File: config.mk
export PLATFORM = sky130hd
export DESIGN_NAME = row_buffer_sequencer_flat
export DESIGN_NICKNAME = d
export VERILOG_FILES = /design/src/rtl/row_seq_pkg.sv /design/src/rtl/row_buffer_sequencer_if.sv /design/src/rtl/row_seq_counter.sv /design/src/rtl/row_buffer_sequencer.sv /design/src/flat_wrapper.sv
export SDC_FILE = /design/constraint.sdc
export NUM_CORES = 1
export LEC_CHECK = 0
export ABC_CLOCK_PERIOD_IN_PS = 2300
export CAP_MARGIN = 40
export CORE_MARGIN = 5
export CORE_UTILIZATION = 46
export CTS_BUF_LIST = sky130_fd_sc_hd__clkbuf_4 sky130_fd_sc_hd__clkbuf_8 sky130_fd_sc_hd__clkbuf_16
export CTS_CLUSTER_SIZE = 16
export DETAILED_ROUTE_END_ITERATION = 8
export PLACE_DENSITY_LB_ADDON = 0.12
export SETUP_SLACK_MARGIN = 0.1
export SYNTH_ARGS = -nofsm -noshare
export SYNTH_HDL_FRONTEND = slang
export SYNTH_SLANG_ARGS = --single-unit
File: constraint.sdc
create_clock -name clock -period 2.3 [get_ports clock]
set_clock_uncertainty 0.15 [all_clocks]
set_input_delay 0.23 -clock clock [delete_from_list [all_inputs] [get_ports clock]]
set_output_delay 0.23 -clock clock [all_outputs]
set_load 0.02 [all_outputs]
File: src/rtl/row_seq_pkg.sv
// row_seq_pkg
// Shared definitions for the row-buffer sequencer slice:
//   state_t     sequencer states (IDLE, RUN, FLUSH)
//   ASEL_INIT   one-hot write-row select used after reset and on every sof
//   asel_index  one-hot row select -> row index (0-4)
//   asel_rotate one-hot row select rotated left by one row, bit 4 wraps to bit 0
package row_seq_pkg;

  typedef enum logic [1:0] {
    IDLE  = 2'd0,
    RUN   = 2'd1,
    FLUSH = 2'd2
  } state_t;

  localparam logic [4:0] ASEL_INIT = 5'b00001;

  function automatic logic [2:0] asel_index(input logic [4:0] sel);
    logic [2:0] idx;
    idx = 3'd0;
    for (int i = 0; i < 5; i++) begin
      if (sel[i]) idx = 3'(i);
    end
    return idx;
  endfunction

  function automatic logic [4:0] asel_rotate(input logic [4:0] sel);
    return {sel[3:0], sel[4]};
  endfunction

endpackage

File: src/rtl/row_buffer_sequencer_if.sv
// row_buffer_sequencer_if
// Bundles the pixel-source handshake and the five-row array drive of the
// row-buffer sequencer.
//   source side : din, validin, sof (to sequencer), ready (from sequencer)
//   array side  : ram_din, ram_ce, asel, newest, col, row, win_valid, eof
// Modports:
//   master - the pixel source / observer (drives din/validin/sof)
//   slave  - the sequencer itself
interface row_buffer_sequencer_if #(
  parameter int WIDTH  = 420,
  parameter int HEIGHT = 240
);
  localparam int COL_W = $clog2(WIDTH);
  localparam int ROW_W = $clog2(HEIGHT + 2);

  logic [7:0]       din;
  logic             validin;
  logic             sof;
  logic             ready;
  logic [7:0]       ram_din;
  logic             ram_ce;
  logic [4:0]       asel;
  logic [2:0]       newest;
  logic [COL_W-1:0] col;
  logic [ROW_W-1:0] row;
  logic             win_valid;
  logic             eof;

  modport master (
    output din, validin, sof,
    input  ready, ram_din, ram_ce, asel, newest, col, row, win_valid, eof
  );

  modport slave (
    input  din, validin, sof,
    output ready, ram_din, ram_ce, asel, newest, col, row, win_valid, eof
  );

endinterface

File: src/rtl/row_seq_counter.sv
// row_seq_counter
// Column/row position counter. Holds the position of the next beat to be
// written. col wraps to 0 after WIDTH-1 and row advances on that wrap.
//   clock, reset_n : clock, synchronous active-low reset
//   clear          : restart at (0,0); combined with inc the counter lands on
//                    the position after (0,0) in the same cycle
//   inc            : advance one beat
//   col, row       : current position
//   last_col       : current col is WIDTH-1
module row_seq_counter #(
  parameter int WIDTH = 420,
  parameter int COL_W = $clog2(WIDTH),
  parameter int ROW_W = 8
) (
  input  logic             clock,
  input  logic             reset_n,
  input  logic             clear,
  input  logic             inc,
  output logic [COL_W-1:0] col,
  output logic [ROW_W-1:0] row,
  output logic             last_col
);

  localparam logic [COL_W-1:0] LAST_COL = COL_W'(WIDTH - 1);

  logic [COL_W-1:0] col_reg, col_next, col_base;
  logic [ROW_W-1:0] row_reg, row_next, row_base;

  always_comb begin
    col_base = clear ? '0 : col_reg;
    row_base = clear ? '0 : row_reg;
    col_next = col_base;
    row_next = row_base;
    if (inc) begin
      if (col_base == LAST_COL) begin
        col_next = '0;
        row_next = row_base + ROW_W'(1);
      end else begin
        col_next = col_base + COL_W'(1);
      end
    end
  end

  always_ff @(posedge clock) begin
    if (!reset_n) begin
      col_reg <= '0;
      row_reg <= '0;
    end else begin
      col_reg <= col_next;
      row_reg <= row_next;
    end
  end

  assign col      = col_reg;
  assign row      = row_reg;
  assign last_col = (col_reg == LAST_COL);

endmodule

File: src/rtl/row_buffer_sequencer.sv
// row_buffer_sequencer
// Sequences the five-row line-buffer array feeding a 5x5 window stage.
// Accepts the pixel stream, tracks column/row, drives the array's one-hot
// row select, shift enable and data, and tags each written beat with
// window-valid, newest-row and end-of-frame information.
// Ports:
//   clock    rising-edge clock
//   reset_n  synchronous active-low reset
//   bus      row_buffer_sequencer_if.slave (source handshake + array drive)
// Build option:
//   ROW_BUFFER_SEQUENCER_FLUSH_EN - append two zero lines after each frame
//   (FLUSH state, ready low while flushing, eof on the last flush beat).
//   Undefined: no FLUSH state, ready is constant 1, eof on the last pixel.
module row_buffer_sequencer
  import row_seq_pkg::*;
#(
  parameter int WIDTH  = 420,
  parameter int HEIGHT = 240
) (
  input  logic                   clock,
  input  logic                   reset_n,
  row_buffer_sequencer_if.slave  bus
);

  localparam int COL_W = $clog2(WIDTH);
  localparam int ROW_W = $clog2(HEIGHT + 2);
  localparam logic [ROW_W-1:0] LAST_ROW = ROW_W'(HEIGHT - 1);
`ifdef ROW_BUFFER_SEQUENCER_FLUSH_EN
  localparam logic [ROW_W-1:0] FLUSH_LAST_ROW = ROW_W'(HEIGHT + 1);
`endif

  state_t state_reg, state_next;

  // Position of the next beat to write (shared by RUN and FLUSH).
  logic [COL_W-1:0] pos_col;
  logic [ROW_W-1:0] pos_row;
  logic             pos_last;

  // Row select for the next beat; the output register carries the beat's own.
  logic [4:0] sel_reg;

  logic       ready_int;
  logic       accept;
  logic       beat;
  logic       sof_beat;
  logic       eof_beat;
`ifdef ROW_BUFFER_SEQUENCER_FLUSH_EN
  logic       flush_beat;
`endif

  logic [COL_W-1:0] beat_col;
  logic [ROW_W-1:0] beat_row;
  logic [4:0]       beat_asel;
  logic             beat_last;
  logic [7:0]       beat_din;

  logic [7:0]       ram_din_reg;
  logic             ram_ce_reg;
  logic [4:0]       asel_reg;
  logic [2:0]       newest_reg;
  logic [COL_W-1:0] col_reg;
  logic [ROW_W-1:0] row_reg;
  logic             win_valid_reg;
  logic             eof_reg;

`ifdef ROW_BUFFER_SEQUENCER_FLUSH_EN
  assign ready_int = (state_reg != FLUSH);
`else
  assign ready_int = 1'b1;
`endif

  assign accept = bus.validin & ready_int;

  always_comb begin
    state_next = state_reg;
    beat       = 1'b0;
    sof_beat   = 1'b0;
    eof_beat   = 1'b0;
`ifdef ROW_BUFFER_SEQUENCER_FLUSH_EN
    flush_beat = 1'b0;
`endif
    case (state_reg)
      IDLE: begin
        // Without sof the pixel is consumed and dropped.
        if (accept && bus.sof) begin
          beat       = 1'b1;
          sof_beat   = 1'b1;
          state_next = RUN;
        end
      end
      RUN: begin
        if (accept) begin
          beat = 1'b1;
          if (bus.sof) begin
            // Restart: the partial frame is abandoned without eof.
            sof_beat = 1'b1;
          end else if (pos_last && (pos_row == LAST_ROW)) begin
`ifdef ROW_BUFFER_SEQUENCER_FLUSH_EN
            state_next = FLUSH;
`else
            state_next = IDLE;
            eof_beat   = 1'b1;
`endif
          end
        end
      end
`ifdef ROW_BUFFER_SEQUENCER_FLUSH_EN
      FLUSH: begin
        // The counter simply continues into rows HEIGHT and HEIGHT+1.
        beat       = 1'b1;
        flush_beat = 1'b1;
        if (pos_last && (pos_row == FLUSH_LAST_ROW)) begin
          state_next = IDLE;
          eof_beat   = 1'b1;
        end
      end
`endif
      default: state_next = IDLE;
    endcase
  end

  row_seq_counter #(
    .WIDTH (WIDTH),
    .COL_W (COL_W),
    .ROW_W (ROW_W)
  ) u_counter (
    .clock    (clock),
    .reset_n  (reset_n),
    .clear    (sof_beat),
    .inc      (beat),
    .col      (pos_col),
    .row      (pos_row),
    .last_col (pos_last)
  );

  // An sof beat is always written at (0,0) with the initial row select.
  assign beat_col  = sof_beat ? '0 : pos_col;
  assign beat_row  = sof_beat ? '0 : pos_row;
  assign beat_asel = sof_beat ? ASEL_INIT : sel_reg;
  assign beat_last = ~sof_beat & pos_last;

`ifdef ROW_BUFFER_SEQUENCER_FLUSH_EN
  assign beat_din = flush_beat ? 8'd0 : bus.din;
`else
  assign beat_din = bus.din;
`endif

  always_ff @(posedge clock) begin
    if (!reset_n) begin
      state_reg     <= IDLE;
      sel_reg       <= ASEL_INIT;
      ram_din_reg   <= 8'd0;
      ram_ce_reg    <= 1'b0;
      asel_reg      <= ASEL_INIT;
      newest_reg    <= 3'd0;
      col_reg       <= '0;
      row_reg       <= '0;
      win_valid_reg <= 1'b0;
      eof_reg       <= 1'b0;
    end else begin
      state_reg <= state_next;
      if (beat) begin
        // Rotation takes effect on the beat after the last column.
        sel_reg       <= beat_last ? asel_rotate(beat_asel) : beat_asel;
        ram_din_reg   <= beat_din;
        ram_ce_reg    <= 1'b1;
        asel_reg      <= beat_asel;
        newest_reg    <= asel_index(beat_asel);
        col_reg       <= beat_col;
        row_reg       <= beat_row;
        win_valid_reg <= (beat_row >= ROW_W'(4)) && (beat_col >= COL_W'(4));
        eof_reg       <= eof_beat;
      end else begin
        // Position/data outputs hold; strobes drop.
        ram_ce_reg    <= 1'b0;
        win_valid_reg <= 1'b0;
        eof_reg       <= 1'b0;
      end
    end
  end

  assign bus.ready     = ready_int;
  assign bus.ram_din   = ram_din_reg;
  assign bus.ram_ce    = ram_ce_reg;
  assign bus.asel      = asel_reg;
  assign bus.newest    = newest_reg;
  assign bus.col       = col_reg;
  assign bus.row       = row_reg;
  assign bus.win_valid = win_valid_reg;
  assign bus.eof       = eof_reg;

endmodule

File: src/flat_wrapper.sv
// flat-port wrapper written by rule: the top's interface ports become plain ports
module row_buffer_sequencer_flat import row_seq_pkg::*;
#(
  parameter int WIDTH  = 420,
  parameter int HEIGHT = 240
)
  (clock, reset_n, bus_din, bus_validin, bus_sof, bus_ready, bus_ram_din, bus_ram_ce, bus_asel, bus_newest, bus_col, bus_row, bus_win_valid, bus_eof);
  row_buffer_sequencer_if #(.WIDTH(WIDTH), .HEIGHT(HEIGHT)) bus_i ();
  input  logic clock;
  input  logic reset_n;
  input wire logic [$bits(bus_i.din)-1:0] bus_din;
  input wire logic [$bits(bus_i.validin)-1:0] bus_validin;
  input wire logic [$bits(bus_i.sof)-1:0] bus_sof;
  output wire logic [$bits(bus_i.ready)-1:0] bus_ready;
  output wire logic [$bits(bus_i.ram_din)-1:0] bus_ram_din;
  output wire logic [$bits(bus_i.ram_ce)-1:0] bus_ram_ce;
  output wire logic [$bits(bus_i.asel)-1:0] bus_asel;
  output wire logic [$bits(bus_i.newest)-1:0] bus_newest;
  output wire logic [$bits(bus_i.col)-1:0] bus_col;
  output wire logic [$bits(bus_i.row)-1:0] bus_row;
  output wire logic [$bits(bus_i.win_valid)-1:0] bus_win_valid;
  output wire logic [$bits(bus_i.eof)-1:0] bus_eof;
  assign bus_i.din = bus_din;
  assign bus_i.validin = bus_validin;
  assign bus_i.sof = bus_sof;
  assign bus_ready = bus_i.ready;
  assign bus_ram_din = bus_i.ram_din;
  assign bus_ram_ce = bus_i.ram_ce;
  assign bus_asel = bus_i.asel;
  assign bus_newest = bus_i.newest;
  assign bus_col = bus_i.col;
  assign bus_row = bus_i.row;
  assign bus_win_valid = bus_i.win_valid;
  assign bus_eof = bus_i.eof;
  row_buffer_sequencer #(.WIDTH(WIDTH), .HEIGHT(HEIGHT)) u_core (.clock(clock), .reset_n(reset_n), .bus(bus_i));
endmodule
==> Yosys cells after proc, flatten, opt, wreduce, memory -nomap -nowiden <==
Cells that the tools add are included.
{ "totals": {"register_bits": 60} }
{ "classes": {"bitwise": 6, "reduce_logical": 7, "add_sub_neg": 2, "n_eq_ne": 8, "n_lt_le_gt_ge": 2, "mux": 25} }
{ "ops": {"columns": ["operator", "n"], "rows": [
  ["9-bit two-way mux", 3],
  ["8-bit two-way mux", 3],
  ["9-bit == test (second input constant)", 2],
  ["2-bit two-way mux", 6],
  ["5-bit two-way mux", 2],
  ["9-bit by 1-bit adder with 9-bit output (second input constant)", 1],
  ["9-bit by 3-bit greater-or-equal comparator with 1-bit output (second input constant)", 1],
  ["8-bit by 1-bit adder with 8-bit output (second input constant)", 1],
  ["8-bit == test (second input constant)", 1],
  ["8-bit by 3-bit greater-or-equal comparator with 1-bit output (second input constant)", 1],
  ["1-bit two-way mux", 7],
  ["1-bit inverter", 5],
  ["5-bit OR reduction", 1],
  ["2-bit by 1-bit inequality test with 1-bit output (second input constant)", 2],
  ["2-bit inequality test (second input constant)", 2],
  ["1-bit one-hot mux with 2 select lines", 2],
  ["2-bit one-hot mux with 2 select lines", 1],
  ["4-bit AND reduction", 1],
  ["1-bit logical AND", 3],
  ["3-bit two-way mux", 1],
  ["2-bit by 1-bit == test with 1-bit output (second input constant)", 1],
  ["2-bit zero test", 1],
  ["2-bit AND reduction", 1],
  ["1-bit bitwise AND", 1]
]} }

==> Depth between registers and ports, before layout <==
Gate-level depths: netlist (run 1).
{ "logic_depth": {"ltp_word": 8, "ltp_mapped": 9} }

==> Modules after synthesis <==
Synthesis (run 1) repeated with hierarchy kept, for this count alone.
{ "hier_totals": {"hier_cells": 255, "area_unflattened_um2": 2383.5} }
{ "modules_own_cells": {"columns": ["mod", "seq_area_each_um2", "instances", "cells_per_inst", "area_per_inst_um2"], "rows": [
  ["row_buffer_sequencer", 820.8, 1, 149, 1470.2],
  ["row_seq_counter", 340.3, 1, 106, 913.4]
]} }

==> Worst setup path before layout (run 1) <==
Ideal clock, no wire load.
{ "synth_timing": {"path_kind": "input to register", "startpoint": "input bus_sof", "endpoint": "register u_core.u_counter.row_reg[3] (netlist: u_core.u_counter.row[3])", "setup_ns": 0.070, "stages": 9, "setup_slack_ns": -0.121, "arrival_time_ns": 2.201, "t_required_ns": 2.080, "path_cell_list": "clkbuf_1 > nand2_1 > clkbuf_1 > and2_1 > ha_1 > and4_1 > nand3_1 > or4_1 > a21oi_1"} }
{ "synth_between": {"elab_chain_len": 7, "word_cells_on_any_way": 12, "cone_classes": "1 x add/sub; 1 x eq/ne; 9 x mux; 1 x reduce/logical"} }
{ "synth_lines": {"columns": ["item", "line_no", "text"], "rows": [
  ["start: declaration", "flat_wrapper.sv:13", "input wire logic [$bits(bus_i.sof)-1:0] bus_sof;"],
  ["1-bit two-way mux / 1-bit logical AND (equally long branches)", "row_buffer_sequencer.sv:94, row_buffer_sequencer.sv:85", null],
  ["1-bit two-way mux, on equally long branches", "row_buffer_sequencer.sv:92, row_buffer_sequencer.sv:85", null],
  ["1-bit one-hot mux with 2 select lines (*)", "row_buffer_sequencer.sv:82", "case (state_reg)"],
  ["9-bit two-way mux (*)", null, null],
  ["via u_core.beat_col[0]", "row_buffer_sequencer.sv:51", "logic [COL_W-1:0] beat_col;"],
  ["9-bit == test (*)", "row_seq_counter.sv:35", "if (col_base == LAST_COL) begin"],
  ["8-bit two-way mux (*)", "row_seq_counter.sv:35", null],
  ["8-bit two-way mux (*)", "row_seq_counter.sv:34", "if (inc) begin"],
  ["end signal: assignment", "row_seq_counter.sv:50", "row_reg <= row_next;"],
  ["end: declaration", "row_seq_counter.sv:27", "logic [ROW_W-1:0] row_reg, row_next, row_base;"]
]} }
The timed path passes the listed nets; every way through them passes the cells marked *.
A chain may end at the register's enable or synchronous reset.

==> Worst setup path after layout (run 1) <==
{ "layout_timing": {"startpoint": "input bus_validin", "endpoint": "register u_core.u_counter.row_reg[3] (netlist: u_core.u_counter.row[3])"} }
{ "layout_between": {"elab_chain_len": 7, "word_cells_on_any_way": 12, "cone_classes": "1 x add/sub; 1 x eq/ne; 9 x mux; 1 x reduce/logical"} }
{ "layout_lines": {"columns": ["item", "line_no", "text"], "rows": [
  ["start: declaration", "flat_wrapper.sv:12", "input wire logic [$bits(bus_i.validin)-1:0] bus_validin;"],
  ["1-bit logical AND", "row_buffer_sequencer.sv:85", "if (accept && bus.sof) begin"],
  ["1-bit two-way mux", "row_buffer_sequencer.sv:85", null],
  ["1-bit one-hot mux with 2 select lines (*)", "row_buffer_sequencer.sv:82", null],
  ["9-bit two-way mux (*)", null, null],
  ["via u_core.beat_col[0]", "row_buffer_sequencer.sv:51", null],
  ["9-bit == test (*)", "row_seq_counter.sv:35", null],
  ["8-bit two-way mux (*)", "row_seq_counter.sv:35", null],
  ["8-bit two-way mux (*)", "row_seq_counter.sv:34", null]
]} }
Marked as above.

==> results.sh, run 1 <==
export IMPL_die_w_microns=83.1
export IMPL_vdd_drop_max_uv=463
export IMPL_die_area_sq_um=6900
export IMPL_cts_setup_buffers=0
export IMPL_grt_pass1_wl_mm=10.7
export IMPL_worstSetupPathType="in2reg"
export IMPL_finalPower_mw=2.21
export IMPL_syn_avg_cell_area_sq_um=8.30
export IMPL_ff2ff_setup_slack_ps=310
export IMPL_fin_nets=365
export IMPL_pwr_density_cell_nw_per_um2=670
export IMPL_wl_per_cell_microns=14.5
export IMPL_clkSinkCount=58
export IMPL_grt_start_max_net_pins=27
export IMPL_synth_xor_area_share_pct=2.50
export IMPL_grt_total_usage_pct=18.9
export IMPL_overflow=0
export IMPL_antenna_left=0
export IMPL_clk_pin_slew_worst_paths_ps=60
export IMPL_fp_row_count=26
export IMPL_cp_arrival_ps=2120
export IMPL_cts_resized=0
export IMPL_hpwl_mm=4.41
export IMPL_drt_iter0_markers=147
export IMPL_grt_pass1_vias=2209
export IMPL_antenna_found_initial=0
export IMPL_synth_warnings=0
export IMPL_drc=0
export IMPL_r2r_cells=4
export IMPL_cp_end_kind="flop"
export IMPL_cp_startpoint="bus_validin"
export IMPL_start_kind="primary input"
export IMPL_status="finished, final reports clean"
export IMPL_finalSetupViolCount=0
export IMPL_syn_to_final_growth_pct=34.5
export IMPL_critPathMaxFanout=7
export IMPL_drt_total_wl_mm=6.16
export IMPL_synth_top_family_by_area="simple AND/OR/NAND/NOR gates"
export IMPL_rsz0062_at_grt="no"
export IMPL_drive_gt1_share_pct=12.7
export IMPL_cts_max_level=3
export IMPL_initial_core_util_pct=47.8
export IMPL_synth_top_cell_area_share_pct=47.3
export IMPL_synthTopCellsByArea="dfxtp_1, nand2_1, a21oi_1"
export IMPL_r2r_end="u_core.state_reg[0]"
export IMPL_clock_fmax_mhz=499
export IMPL_hold_violations=0
export IMPL_design_area_sq_um=3300
export IMPL_synthMuxAreaShare_pct=0.408
export IMPL_layout_common_cells="nand2_1, dfxtp_1, clkdlybuf4s50_1"
export IMPL_crit_end="u_core.u_counter.row[3]"
export IMPL_final_common_cell="nand2_1"
export IMPL_synthSimpleGateAreaFrac_pct=26.9
export IMPL_dr_pass1_iters=5
export IMPL_r2r_start="u_core.u_counter.col[3]"
export IMPL_synth_edf_count=0
export IMPL_num_io_pins=49
export IMPL_critical_path_required_ps=2420
export IMPL_ys_flop_type="dfxtp_1"
export IMPL_worstSkewPairLatency_ps=330
export IMPL_num_vias=2282
export IMPL_diodes=0
export IMPL_ys_ff_latch=58
export IMPL_p_leak_nw=1.14
export IMPL_fin_crit_sh_pct=87.1
export IMPL_fp_dieH_microns=83.1
export IMPL_min_period_ps=2000
export IMPL_core_area_sq_um=5140
export IMPL_viasPerCell=5.37
export IMPL_yosys_area_top_type="dfxtp_1"
export IMPL_portBuffers=47
export IMPL_syn_num_nets=311
export IMPL_synth_compound_area_share_pct=16.5
export IMPL_cts_tree="built"
export IMPL_gp_routability_congestion=0.909
export IMPL_postPlaceCellArea_sq_um=3080
export IMPL_cts_buffers=9
export IMPL_drv_slew=0
export IMPL_yosys_area_share_adder_pct=1.53
export IMPL_synthArstFlopShare_pct=0
export IMPL_synthesis_area_sq_um=2460
export IMPL_ctsLongestPathBuffers=2
export IMPL_synthCells=296
export IMPL_cts_hold_fix_buffers=0
export IMPL_ys_seq_area_share_pct=47.3
export IMPL_max_cap_violations=0
export IMPL_ys_types=48
export IMPL_hold_path_class="in2reg"
export IMPL_root_buffer="clkbuf_8"
==> power by group <==
group | leakage, nW | switching, mW | internal, mW
combinational | 0.554 | 0.0927 | 0.0674
sequential | 0.469 | 0.00797 | 1.02
clock | 0.117 | 0.384 | 0.644
total | 1.14 | 0.484 | 1.73
==> metal layers <==
metal  global-route usage [%]  routed length [microns]  vias to the layer above
met4                     7.88                      106                        0
met1                     24.4                     2880                     1061
met3                     5.64                      411                       10
met5                        0                        0                        -
met2                     29.2                     2770                       70
li1                         -                        -                     1141
==> critical path, stage by stage <==
cell and delay [ps]:
clkdlybuf4s50_1 440, nand2_2 110, and2_1 150, ha_2 190
and4_4 220, nand3_2 140, or4_1 500, a21oi_1 140
==> synthesized netlist by cell type, drive strengths merged, types with 2 or more instances <==
library cell / count
a22oi: 7
a21oi: 36
xor2: 4
o2111ai: 3
nor2: 24
xnor2: 3
o31ai: 2
or4: 4
o21ai: 3
nand4: 8
nand3: 8
nor3: 8
ha: 3
inv: 6
a22o: 3
clkbuf: 15
dfxtp: 58
nand2: 63
nor4: 8
buf: 6
and2: 4
==> worst min path at each step <==
| stage | cells past startpoint | startpoint | end |
|---|---|---|---|
| floorplan | 2 | bus_din[0] | u_core.bus.ram_din[0] |
| global placement | 2 | u_core.bus.ram_din[4] | u_core.bus.ram_din[4] |
| detailed placement | 2 | u_core.bus.ram_din[6] | u_core.bus.ram_din[6] |
| CTS | 3 | bus_din[4] | u_core.bus.ram_din[4] |
| global route | 3 | bus_din[3] | u_core.bus.ram_din[3] |
| finish | 3 | bus_din[7] | u_core.bus.ram_din[7] |
==> stage by stage <==
stage	utilization [%]	worst slack (ps)	cells	setup TNS, ps	hold slack [ps]
floorplan	-	112	296	0	216
global placement	59.9	25.0	409	0	291
detailed placement	59.9	-34.4	409	-34.4	296
CTS	64.3	308	425	0	290
global route	64.3	216	425	0	298
finish	64.3	297	425	0	297
==> cell families after synthesis <==
group                    count (synthesis)
AND/OR/NAND/NOR                        134
AO/OA/AOI/OAI                           64
flip-flops                              58
buffers and inverters                   28
XOR/XNOR                                 7
adder cells (fa/ha/maj)                  3
other                                    1
multiplexers                             1
==> layout make-up <==
type                            count  area (sq um)
Fill cell                         487          1840
Clock buffer                       15           194
Sequential cell                    58          1160
Clock inverter                      1          30.0
Timing Repair Buffer               64           611
Tap cell                           70          87.6
Inverter                            7          26.3
Multi-Input combinational cell    210          1190
Power figures use the tool's default switching activity.
==> inputs of run 2 (changes only) <==
- CELL_PAD_IN_SITES_DETAIL_PLACEMENT: not set -> 1
- CELL_PAD_IN_SITES_GLOBAL_PLACEMENT: not set -> 1
- CORE_UTILIZATION: 46 -> 34
==> run 2 against run 1 <==
Effect of this change: cell area grew 2.6%; global-route usage decreased by 2.0 points; fmax grew 0.42%; worst setup slack gained 8.4 ps.
==> results.sh, run 2 (same netlist as run 1, synthesis figures left out) <==
export IMPL_hpwl_mm=5.10
export IMPL_viasPerCell=5.05
export IMPL_grt_start_max_net_pins=26
export IMPL_utilization_pct=47.5
export IMPL_grt_total_usage_pct=16.9
export IMPL_gp_routability_congestion=0.815
export IMPL_drc=0
export IMPL_tns_ps=0
export IMPL_final_common_cell="nand2_1"
export IMPL_pwr_density_cell_nw_per_um2=700
export IMPL_dr_pass1_iters=4
export IMPL_initial_core_util_pct=34.4
export IMPL_status="finished, final reports clean"
export IMPL_syn_to_final_growth_pct=38.0
export IMPL_portBuffers=47
export IMPL_cts_setup_buffers=0
export IMPL_place_ws_ps=-39.4
export IMPL_overflow=0
export IMPL_clock_fmax_mhz=501
export IMPL_finalSetupViolCount=0
export IMPL_cts_max_level=3
export IMPL_vdd_drop_max_uv=273
export IMPL_diodes=0
export IMPL_die_w_microns=95.0
export IMPL_drv_slew=0
export IMPL_cts_resized=0
export IMPL_grt_pass1_wl_mm=11.6
export IMPL_rsz0062_at_grt="no"
export IMPL_fillers=864
export IMPL_drive_gt1_share_pct=13.4
export IMPL_slowest_stage="or4_1"
export IMPL_cts_hold_fix_buffers=0
export IMPL_layout_setup_ws_ps=305
export IMPL_critPathMaxFanout=7
export IMPL_drt_total_wl_mm=6.92
export IMPL_cts_buffers=9
export IMPL_grt_pass1_vias=2328
export IMPL_cp_end_kind="flop"
export IMPL_start_kind="primary input"
export IMPL_ctsLongestPathBuffers=2
export IMPL_core_area_sq_um=7140
export IMPL_critPathMaxStageDelay_ps=510
export IMPL_cts_tree="built"
export IMPL_num_io_pins=49
export IMPL_finalPower_mw=2.37
export IMPL_antenna_found_initial=0
export IMPL_fin_nets=368
export IMPL_critical_path_required_ps=2420
export IMPL_clkSinkCount=58
export IMPL_critical_path_buf_inv_count=1
export IMPL_fp_dieH_microns=95.0
export IMPL_die_area_sq_um=9020
export IMPL_clk_pin_slew_worst_paths_ps=70
export IMPL_wl_per_cell_microns=15.1
export IMPL_drt_iter0_markers=74
export IMPL_fin_crit_sh_pct=86.7
export IMPL_worstSkewPairLatency_ps=340
export IMPL_cp_arrival_ps=2110
export IMPL_timing_hold_ws_ps=285
export IMPL_antenna_left=0
export IMPL_worstSetupPathType="in2reg"
export IMPL_min_period_ps=1990
export IMPL_max_cap_violations=0
export IMPL_hold_path_class="in2reg"
export IMPL_hold_violations=0
export IMPL_fp_row_count=31
export IMPL_root_buffer="clkbuf_8"
export IMPL_layout_common_cells="nand2_1, dfxtp_1, clkdlybuf4s50_1"
export IMPL_path_cells="clkdlybuf4s50_1 > nand2_2 > and2_1 > ha_2 > and4_4 > nand3_2 > or4_1 > a21oi_1"
export IMPL_p_leak_nw=1.17
export IMPL_num_vias=2309
export IMPL_critPathTopFamily="simple AND/OR/NAND/NOR gates"
==> run 2: cell types whose count changed in the layout (fill, tap and decap cells not counted) <==
cell | previous run | this run
buf_4 | 16 | 19
bufinv_16 | 1 | 3
clkbuf_4 | 2 | 0
clkbuf_8 | 13 | 11
clkinv_2 | 0 | 2
==> run 2: worst register-to-register path: cells and delay by family (launching register included) <==
kind             cells  cell delay [ps]
AND/OR/NAND/NOR      3             1120
flip-flops           1              390
AO/OA/AOI/OAI        1              230
==> run 2: where the power goes <==
part	switching [mW]	total, mW	internal [mW]
Clock	0.409	1.18	0.775
Combinational	0.0940	0.162	0.0681
Sequential	0.00802	1.03	1.02
==> run 2: worst paths after layout <==
check / from / endpoint / slack (ps) / depth (start not counted)
min: bus_din[3] / u_core.bus.ram_din[3] / 290 / 3
min reg2reg: u_core.bus.col[8] / u_core.bus.col[8] / 300 / 2
max: bus_validin / u_core.u_counter.row[3] / 310 / 8
max reg2reg: u_core.u_counter.col[3] / u_core.state_reg[0] / 310 / 4
==> run 2: per-layer routing <==
metal	vias up	wire length [microns]	GRT usage [%]
met3	11	391	4.46
met4	0	94	7.21
met1	1101	3230	22.1
met2	54	3210	26.2
met5	-	0	0
li1	1143	-	-
==> run 2: area by class of cell <==
type | count | area, sq um | share of cell area, %
well taps | 99 | 124 | 3.65
clock buffers | 11 | 151 | 4.47
inverters | 7 | 26.3 | 0.775
repair buffers | 67 | 633 | 18.7
multi-input cells | 210 | 1190 | 35.2
clock inverters | 5 | 100 | 2.95
flip-flops and latches | 58 | 1160 | 34.3
==> run 2: through the flow <==
stage	area [sq um]	cells
6_report	3390	457
5_1_grt	3390	457
4_1_cts	3390	457
3_5_place_dp	3140	441
3_3_place_gp	3140	441
2_1_floorplan	2480	296
